`src/rtl/pe_pkg.sv`:
```
// ---------------------------------------------------------------------------
// pe_pkg
// Shared processing-element definitions: precision-mode encodings, lane
// geometry of the 32-bit datapath, and an 8-bit leading-zero count helper
// used by the decomposable LZC.
// ---------------------------------------------------------------------------
package pe_pkg;

  localparam int PRECISION_CONFIG_L = 2;

  localparam logic [PRECISION_CONFIG_L-1:0] PRECISION_CONFIG_32B = 2'd0;
  localparam logic [PRECISION_CONFIG_L-1:0] PRECISION_CONFIG_16B = 2'd1;
  localparam logic [PRECISION_CONFIG_L-1:0] PRECISION_CONFIG_8B  = 2'd2;

  localparam int LANE_W  = 8;
  localparam int N_LANE  = 4;
  localparam int LZC_W   = 6;
  localparam int SHIFT_W = 5;
  localparam int DATA_W  = LANE_W * N_LANE;

  // Leading-zero count of one 8-bit lane, result 0..8.
  function automatic logic [3:0] lzc8(input logic [LANE_W-1:0] v);
    logic [3:0] cnt;
    logic       found;
    cnt   = 4'd0;
    found = 1'b0;
    for (int i = LANE_W - 1; i >= 0; i--) begin
      if (!found && !v[i]) begin
        cnt = cnt + 4'd1;
      end else begin
        found = 1'b1;
      end
    end
    return cnt;
  endfunction

endpackage

```
`src/rtl/lzc_decomposable.sv`:
```
// ---------------------------------------------------------------------------
// lzc_decomposable
// Combinational leading-zero (or leading-one) counter that can be split into
// one 32-bit, two 16-bit or four 8-bit elements.  Lane counts are merged
// pairwise into element counts, then replicated back onto the lanes each
// element owns.
// Ports:
//   data_i  - 32-bit operand, lane i = bits [8i+7:8i]
//   mode_i  - precision mode (unknown encodings behave as 32B)
//   shift_o - per-lane shift amount for the decomposable shifter
//   full_o  - whole 32-bit operand is all-extension (32B only)
//   lzc_o   - per-lane count of the owning element
// ---------------------------------------------------------------------------
module lzc_decomposable
  import pe_pkg::*;
#(
  parameter bit COUNT_LEADING_ONES = 1'b0
) (
  input  logic [DATA_W-1:0]                    data_i,
  input  logic [PRECISION_CONFIG_L-1:0]        mode_i,
  output logic [N_LANE-1:0][SHIFT_W-1:0]       shift_o,
  output logic                                 full_o,
  output logic [N_LANE-1:0][LZC_W-1:0]         lzc_o
);

  logic [DATA_W-1:0]   src_s;
  logic [N_LANE-1:0][3:0] c8_s;
  logic [1:0][4:0]     c16_s;
  logic [5:0]          c32_s;

  // Counting leading ones is the same as counting leading zeros of the inverse.
  assign src_s = COUNT_LEADING_ONES ? ~data_i : data_i;

  // Per-lane 8-bit counts.
  always_comb begin
    for (int i = 0; i < N_LANE; i++) begin
      c8_s[i] = lzc8(src_s[i*LANE_W +: LANE_W]);
    end
  end

  // A lane pair continues into its low lane only when the high lane is all zero
  // (count 8, the only value with bit 3 set).
  always_comb begin
    for (int j = 0; j < 2; j++) begin
      if (c8_s[2*j+1][3]) begin
        c16_s[j] = {1'b0, c8_s[2*j+1]} + {1'b0, c8_s[2*j]};
      end else begin
        c16_s[j] = {1'b0, c8_s[2*j+1]};
      end
    end
  end

  // Same merge one level up: bit 4 set means the upper half is all zero.
  always_comb begin
    if (c16_s[1][4]) begin
      c32_s = {1'b0, c16_s[1]} + {1'b0, c16_s[0]};
    end else begin
      c32_s = {1'b0, c16_s[1]};
    end
  end

  // Mode mux: replicate each element's count over its lanes.  A zero 32-bit
  // operand cannot be expressed as a 5-bit shift, so it is flagged via full_o
  // with a shift of 0 instead.
  always_comb begin
    shift_o = '0;
    lzc_o   = '0;
    full_o  = 1'b0;
    case (mode_i)
      PRECISION_CONFIG_16B: begin
        for (int i = 0; i < N_LANE; i++) begin
          lzc_o[i]   = {1'b0, c16_s[i>>1]};
          shift_o[i] = c16_s[i>>1];
        end
      end
      PRECISION_CONFIG_8B: begin
        for (int i = 0; i < N_LANE; i++) begin
          lzc_o[i]   = {2'b00, c8_s[i]};
          shift_o[i] = {1'b0, c8_s[i]};
        end
      end
      default: begin
        full_o = c32_s[5];
        for (int i = 0; i < N_LANE; i++) begin
          lzc_o[i]   = c32_s;
          shift_o[i] = c32_s[5] ? 5'd0 : c32_s[4:0];
        end
      end
    endcase
  end

endmodule

```
`src/rtl/lzc_norm_ctrl_decomposable.sv`:
```
// ---------------------------------------------------------------------------
// lzc_norm_ctrl_decomposable
// Two-stage pipelined normalisation control for the decomposable left
// shifter.  Stage 1 registers the operand, stage 2 registers the LZC result.
// Valid/ready on both sides, full throughput, up to two operands buffered
// under backpressure.
// Ports:
//   clk, rst               - clock, asynchronous active-high reset
//   in_valid/in_ready      - input handshake (in_ready is combinational)
//   in_data/in_mode/in_tag - operand, its precision mode and sideband tag
//   out_valid/out_ready    - output handshake
//   out_data               - operand, unmodified
//   out_shift/out_full     - shifter control
//   out_mode/out_tag       - mode and tag travelling with the operand
//   out_lzc                - per-lane count of the owning element
// ---------------------------------------------------------------------------
module lzc_norm_ctrl_decomposable
  import pe_pkg::*;
#(
  parameter bit COUNT_LEADING_ONES = 1'b0,
  parameter int TAG_W              = 8
) (
  input  logic                              clk,
  input  logic                              rst,
  input  logic                              in_valid,
  output logic                              in_ready,
  input  logic [DATA_W-1:0]                 in_data,
  input  logic [PRECISION_CONFIG_L-1:0]     in_mode,
  input  logic [TAG_W-1:0]                  in_tag,
  output logic                              out_valid,
  input  logic                              out_ready,
  output logic [DATA_W-1:0]                 out_data,
  output logic [N_LANE-1:0][SHIFT_W-1:0]    out_shift,
  output logic                              out_full,
  output logic [PRECISION_CONFIG_L-1:0]     out_mode,
  output logic [N_LANE-1:0][LZC_W-1:0]      out_lzc,
  output logic [TAG_W-1:0]                  out_tag
);

  logic adv1_s, adv2_s;

  logic                          v1_q, v1_d;
  logic [DATA_W-1:0]             data1_q, data1_d;
  logic [PRECISION_CONFIG_L-1:0] mode1_q, mode1_d;
  logic [TAG_W-1:0]              tag1_q, tag1_d;

  logic                          v2_q, v2_d;
  logic [DATA_W-1:0]             data2_q, data2_d;
  logic [PRECISION_CONFIG_L-1:0] mode2_q, mode2_d;
  logic [TAG_W-1:0]              tag2_q, tag2_d;
  logic [N_LANE-1:0][SHIFT_W-1:0] shift2_q, shift2_d;
  logic                          full2_q, full2_d;
  logic [N_LANE-1:0][LZC_W-1:0]  lzc2_q, lzc2_d;

  logic [N_LANE-1:0][SHIFT_W-1:0] lzc_shift_s;
  logic                           lzc_full_s;
  logic [N_LANE-1:0][LZC_W-1:0]   lzc_cnt_s;

  // A stage may load when it is empty or its contents move on this cycle.
  assign adv2_s   = !v2_q || out_ready;
  assign adv1_s   = !v1_q || adv2_s;
  assign in_ready = adv1_s;

  lzc_decomposable #(
    .COUNT_LEADING_ONES(COUNT_LEADING_ONES)
  ) u_lzc (
    .data_i (data1_q),
    .mode_i (mode1_q),
    .shift_o(lzc_shift_s),
    .full_o (lzc_full_s),
    .lzc_o  (lzc_cnt_s)
  );

  // Stage 1 next state: capture the operand on an input handshake.
  always_comb begin
    v1_d    = v1_q;
    data1_d = data1_q;
    mode1_d = mode1_q;
    tag1_d  = tag1_q;
    if (adv1_s) begin
      v1_d = in_valid;
      if (in_valid) begin
        data1_d = in_data;
        mode1_d = in_mode;
        tag1_d  = in_tag;
      end else begin
        data1_d = data1_q;
      end
    end else begin
      v1_d = v1_q;
    end
  end

  // Stage 2 next state: capture the LZC result when stage 1 hands over.
  always_comb begin
    v2_d     = v2_q;
    data2_d  = data2_q;
    mode2_d  = mode2_q;
    tag2_d   = tag2_q;
    shift2_d = shift2_q;
    full2_d  = full2_q;
    lzc2_d   = lzc2_q;
    if (adv2_s) begin
      v2_d = v1_q;
      if (v1_q) begin
        data2_d  = data1_q;
        mode2_d  = mode1_q;
        tag2_d   = tag1_q;
        shift2_d = lzc_shift_s;
        full2_d  = lzc_full_s;
        lzc2_d   = lzc_cnt_s;
      end else begin
        data2_d = data2_q;
      end
    end else begin
      v2_d = v2_q;
    end
  end

  // Pipeline registers; reset drops any in-flight operands.
  always_ff @(posedge clk or posedge rst) begin
    if (rst) begin
      v1_q     <= 1'b0;
      data1_q  <= {DATA_W{1'b0}};
      mode1_q  <= PRECISION_CONFIG_32B;
      tag1_q   <= {TAG_W{1'b0}};
      v2_q     <= 1'b0;
      data2_q  <= {DATA_W{1'b0}};
      mode2_q  <= PRECISION_CONFIG_32B;
      tag2_q   <= {TAG_W{1'b0}};
      shift2_q <= '0;
      full2_q  <= 1'b0;
      lzc2_q   <= '0;
    end else begin
      v1_q     <= v1_d;
      data1_q  <= data1_d;
      mode1_q  <= mode1_d;
      tag1_q   <= tag1_d;
      v2_q     <= v2_d;
      data2_q  <= data2_d;
      mode2_q  <= mode2_d;
      tag2_q   <= tag2_d;
      shift2_q <= shift2_d;
      full2_q  <= full2_d;
      lzc2_q   <= lzc2_d;
    end
  end

  assign out_valid = v2_q;
  assign out_data  = data2_q;
  assign out_mode  = mode2_q;
  assign out_tag   = tag2_q;
  assign out_shift = shift2_q;
  assign out_full  = full2_q;
  assign out_lzc   = lzc2_q;

endmodule

```
`config.mk`:
```
export PLATFORM = sky130hd
export DESIGN_NAME = lzc_norm_ctrl_decomposable
export DESIGN_NICKNAME = d
export VERILOG_FILES = /design/src/rtl/pe_pkg.sv /design/src/rtl/lzc_decomposable.sv /design/src/rtl/lzc_norm_ctrl_decomposable.sv
export SDC_FILE = /design/constraint.sdc
export NUM_CORES = 1
export LEC_CHECK = 0
export CORE_MARGIN = 2
export CORE_UTILIZATION = 43
export CTS_BUF_LIST = sky130_fd_sc_hd__clkbuf_8
export CTS_CLUSTER_DIAMETER = 150
export DETAILED_ROUTE_END_ITERATION = 7
export PLACE_DENSITY = 0.68
export RECOVER_POWER = 100
export SYNTH_ARGS = -nofsm -noshare
export SYNTH_HDL_FRONTEND = slang
export SYNTH_SLANG_ARGS = --single-unit
export TNS_END_PERCENT = 10
```
`constraint.sdc`:
```
create_clock -name clk -period 17.9 [get_ports clk]
set_input_delay 5.37 -clock clk [delete_from_list [all_inputs] [get_ports clk]]
set_output_delay 5.37 -clock clk [all_outputs]
set_load 0.05 [all_outputs]
```
---- Word-level counts from Yosys, hierarchy flattened ----
Cells that the tools add are included.
operators by class
  equality and inequality tests ........... 2
  muxes and demuxes ....................... 67
  reduce and logical (&&, ||, !) cells .... 91
  add/sub/neg operators ................... 31
operator list
  kind                 count
  $mux 4               28
  $add 4x1->4 const B  25
  $logic_not 1->1      58
  $pmux 24 s2          1
  $pmux 20 s2          1
  $mux 1               33
  $logic_and 1x1->1    28
  $mux 5               3
  $add 4x4->5          2
  $add 1x1->2 const B  3
  $add 5x5->6          1
  $mux 6               1
  $reduce_and 2->1     2
  $eq 2x1->1 const B   1
  $eq 2x2->1 const B   1
  $logic_or 1x1->1     2
  $reduce_or 2->1      1
word-level totals
  logic and storage cells ................. 208
  bits in registers ....................... 131
  output and inout port bits .............. 89

---- Depth between registers and ports, before layout ----
  depth in word-level cells ............... 27
  mapped depth ............................ 31

---- Cells and area by module ----
A second synthesis with hierarchy kept.
unflattened totals
  cells, all modules ...................... 666
  area, all modules ....................... 7734.9 sq um
by module, submodules not included
  module                      cells each  seq. area each (sq um)  instances  area each (sq um)
  lzc_norm_ctrl_decomposable  280         3278.1                  1          5051.1
  lzc_decomposable            386         0.0                     1          2683.8

---- Worst setup path before layout ----
No wires, ideal clock.
  kind .................................... input-to-output
  start ................................... in out_ready
  end ..................................... out in_ready
  buffers on the path ..................... 0
  cell stages on the path ................. 1
  data arrival time ....................... 5.859 ns
  setup slack ............................. 6.671 ns
  path through ............................ nand3b_1
between the ends
  cells in the longest elaborated chain, start to end .. 2
ends and longest elaborated chain
  element           line                              source
  start, declared   lzc_norm_ctrl_decomposable.sv:31  input logic out_ready,
  $logic_or 1x1->1  lzc_norm_ctrl_decomposable.sv:60  assign adv2_s = !v2_q || out_ready;
  $logic_or 1x1->1  lzc_norm_ctrl_decomposable.sv:61  assign adv1_s = !v1_q || adv2_s;
  end, declared     lzc_norm_ctrl_decomposable.sv:26  output logic in_ready,
Every way passes these cells.

---- Worst setup path after layout ----
Same ends and word-level chain as after synthesis.

==> results.md <==
- Result of the run: finished, violations left
- Failing checks: capacitance limit, slew limit
- Simple-gate portion of the synthesized area: 0.191
- Count of warnings emitted by yosys: 0
- Area fraction in compound gates after synthesis: 0.146
- Synthesized netlist net count: 877
- Effective utilization at floorplan: 0.440
- CP arrival: 6930 ps
- Detailed Place HPWL: 12600 µm
- Multiplexer area fraction after synthesis: 0.103
- Width of the die: 135 µm
- Post-Place Cell Area: 8750 µm²
- Post-route cell area: 9120 µm²
- Number of remaining DRC errors: 0
- Total number of nets in the final design: 984
- Sum Neg Setup Slack: 0 ps
- Seq cells post-synth: 123
- Overall power after layout: 1.05 mW
- Initial antenna violation count: 0
- Biggest cell delay along the critical path: 890 ps
- Nature of the critical path endpoint: primary output
- Setup repair bufs after CTS: 0
- Post-synth EDFFs: 0
- Total power density per cell area: 115 nW/µm²
- Shortest period the worst path allows: 12300 ps
- Final setup violation count: 0
- Worst-margin pin slew: 3240 ps
- Most numerous cell on the critical path: dlygate4sd3_1
- Total die area: 18100 µm²
- Insertion delay to the later sink of the worst-skew pair: 460 ps
- Dominant synthesized flop cell: dfrtp_1
- Overall global routing resource usage: 0.201
- Final RePlAce weighted congestion: 0.829
- Largest family of logic cells by synthesized area: simple AND/OR/NAND/NOR gates
- Worst hold path type: flop to flop
- Crit Reg-Reg Startpoint: data1_q[29]
- Critical setup path kind: input port to primary output
- Final cell count without fillers: 1132
- Post-Synth Adder-Cell Area: 0.0697
- Floorplan row count: 47
- Number of DRC markers in iteration 0: 320
- Global-route wire length before repair: 28900 µm
- Pin count of the biggest net entering global routing: 64
- Most frequent standard cell in the layout excluding fill and tap cells: nand2_1
- Fmax: 81.3 MHz
- Final Max Slew Viols: 217
- Y dimension of the die: 135 µm
- Worst relative slew slack: -1.16
- Placeable core region: 16600 µm²
- Number of nets with antenna violations after routing: 0
- Hold_sp: tag1_q[2]
- Post-synthesis cell count: 792
- Clock Skew: 11.5 ps
- Detailed-route wire length: 17400 µm
- Logic depth of the worst register-to-register path: 29
- Highest-count cells in the layout ignoring fill and taps: nand2_1, dfrtp_1, dlygate4sd3_1
- Master of the slowest instance on the critical path: dlygate4sd3_1
- Worst-path clk slew: 80 ps
- Final core utilization: 0.548
- Count of cells resized by post-cts repair: 0
- WHS Path Cells: 2
- Antenna diode count: 0
- Drt via density: 5.33
- Fraction of final layout cells sized beyond drive strength 1: 0.115
- Wirelength per Cell: 15.4 µm
- Bufs on Longest Clock Path: 2
- Via count of the first global-routing pass: 5910
- Root Driver: clkbuf_8
- Worst ir drop on vdd: 0.0000707 V
- Number of ports placed on the die boundary: 135
- Synth Area per Inst: 9.25 µm²
- RSZ-0062 raised after global routing: no
- Endpoint of the worst-slack reg-to-reg timing path: out_shift[0]
- Total via count after detailed routing: 6038
- Number of maximum-capacitance violations: 4
- Period utilisation layout: 0.687
- Number of distinct library cells after synthesis: 71
- Pleak: 4.11 nW
- Proportion of synthesized flip-flops having asynchronous set or reset: 1.00
- CP required: 12530 ps
- Highest net fanout along the worst path: 3
- Count of input and output buffers: 134
- Count of clock tree sinks: 123
- Fraction of synthesized cell area in xor and xnor cells: 0.0263
- Total standard cell area after synthesis: 7330 µm²
- Critical path cell sequence: dlygate4sd3_1, nand3b_1, dlygate4sd3_1
- CTS tree: done
- Crit start category: input port
- Synth-to-layout area growth: 24.4%
- Drt pass-1 iters: 5
- Worst hold endpoint: out_tag[2]
- Worst reg-to-reg setup slack: 10220 ps
- H-tree Lvls: 4
- Post-cts hold buffer count: 0
- Sequential share of the synthesized area: 0.420
- Number of buffers inserted during clock tree synthesis: 17
- Number of fill cells: 1544
- Number of endpoints with negative hold slack in the final report: 0
- Remaining Overflow, GRT: 0
- Number of cells in the design after placement: 1100
logic make-up (layout without fill, tap and decap cells):
logic type               count (synthesis)  after routing
flip-flops                             123            123
buffers and inverters                   73            193
adder cells (fa/ha/maj)                 39             39
multiplexers                            67             67
XOR/XNOR                                22             22
AO/OA/AOI/OAI                          165            165
AND/OR/NAND/NOR                        303            303
synth_stat cells, drive strengths merged (14+ instances only):
cell type,count,share of area
nand2,135,0.070
dfrtp,123,0.42
nor2,71,0.036
mux2,54,0.084
a21oi,45,0.031
o21ai,38,0.026
ha,36,0.061
clkbuf,31,0.016
inv,23,0.012
buf,18,0.015
xnor2,16,0.019
nor2b,15,0.013
nand2b,14,0.012
per-stage QoR:
step / worst slack, ps / hold WS, ps
global route: 5540 / 497
CTS: 5710 / 469
detailed placement: 5720 / 455
finish: 5600 / 464
floorplan: 6670 / 433
global placement: 5720 / 442
power by group:
| group | internal [mW] | switching [mW] | leakage, nW |
|---|---|---|---|
| Combinational | 0.147 | 0.282 | 2.46 |
| Clock | 0.116 | 0.128 | 0.183 |
| Sequential | 0.331 | 0.0445 | 1.47 |
registers in the layout, indices dropped and copies added (netlist names), 2 cells and up:
signal and cells:
data1_q 32, out_data 32, mode1_q 2, out_mode 2, tag1_q 8, out_tag 8, out_shift 18, out_lzc 18
worst max path at each step:
stage	startpoint	endpoint	slack, ps	cells after the start
global placement	out_ready	in_ready	5720	3
CTS	out_ready	in_ready	5710	3
floorplan	out_ready	in_ready	6670	1
detailed placement	out_ready	in_ready	5720	3
global route	out_ready	in_ready	5540	3
finish	out_ready	in_ready	5600	3
final cells by class:
cell class	instances	area, µm²	area share
timing repair buffer	137	1360	0.149
inverter	24	96.3	0.0106
sequential	123	3080	0.338
clock inverter	14	139	0.0152
tap	220	275	0.0302
multi-input combinational	596	3930	0.430
clock buffer	18	248	0.0272
worst max-delay path: cells and delay by family:
family	cells	cell delay, ps
AND/OR/NAND/NOR	1	140
buffers and inverters	2	1420
routing by layer:
layer / global-route usage / share of wire
met3: 0.0574 / 0.058
met1: 0.258 / 0.44
met4: 0.0731 / 0.021
met2: 0.326 / 0.48
met5: 0 / 0
Note: power is estimated with default switching activity, not from simulation.
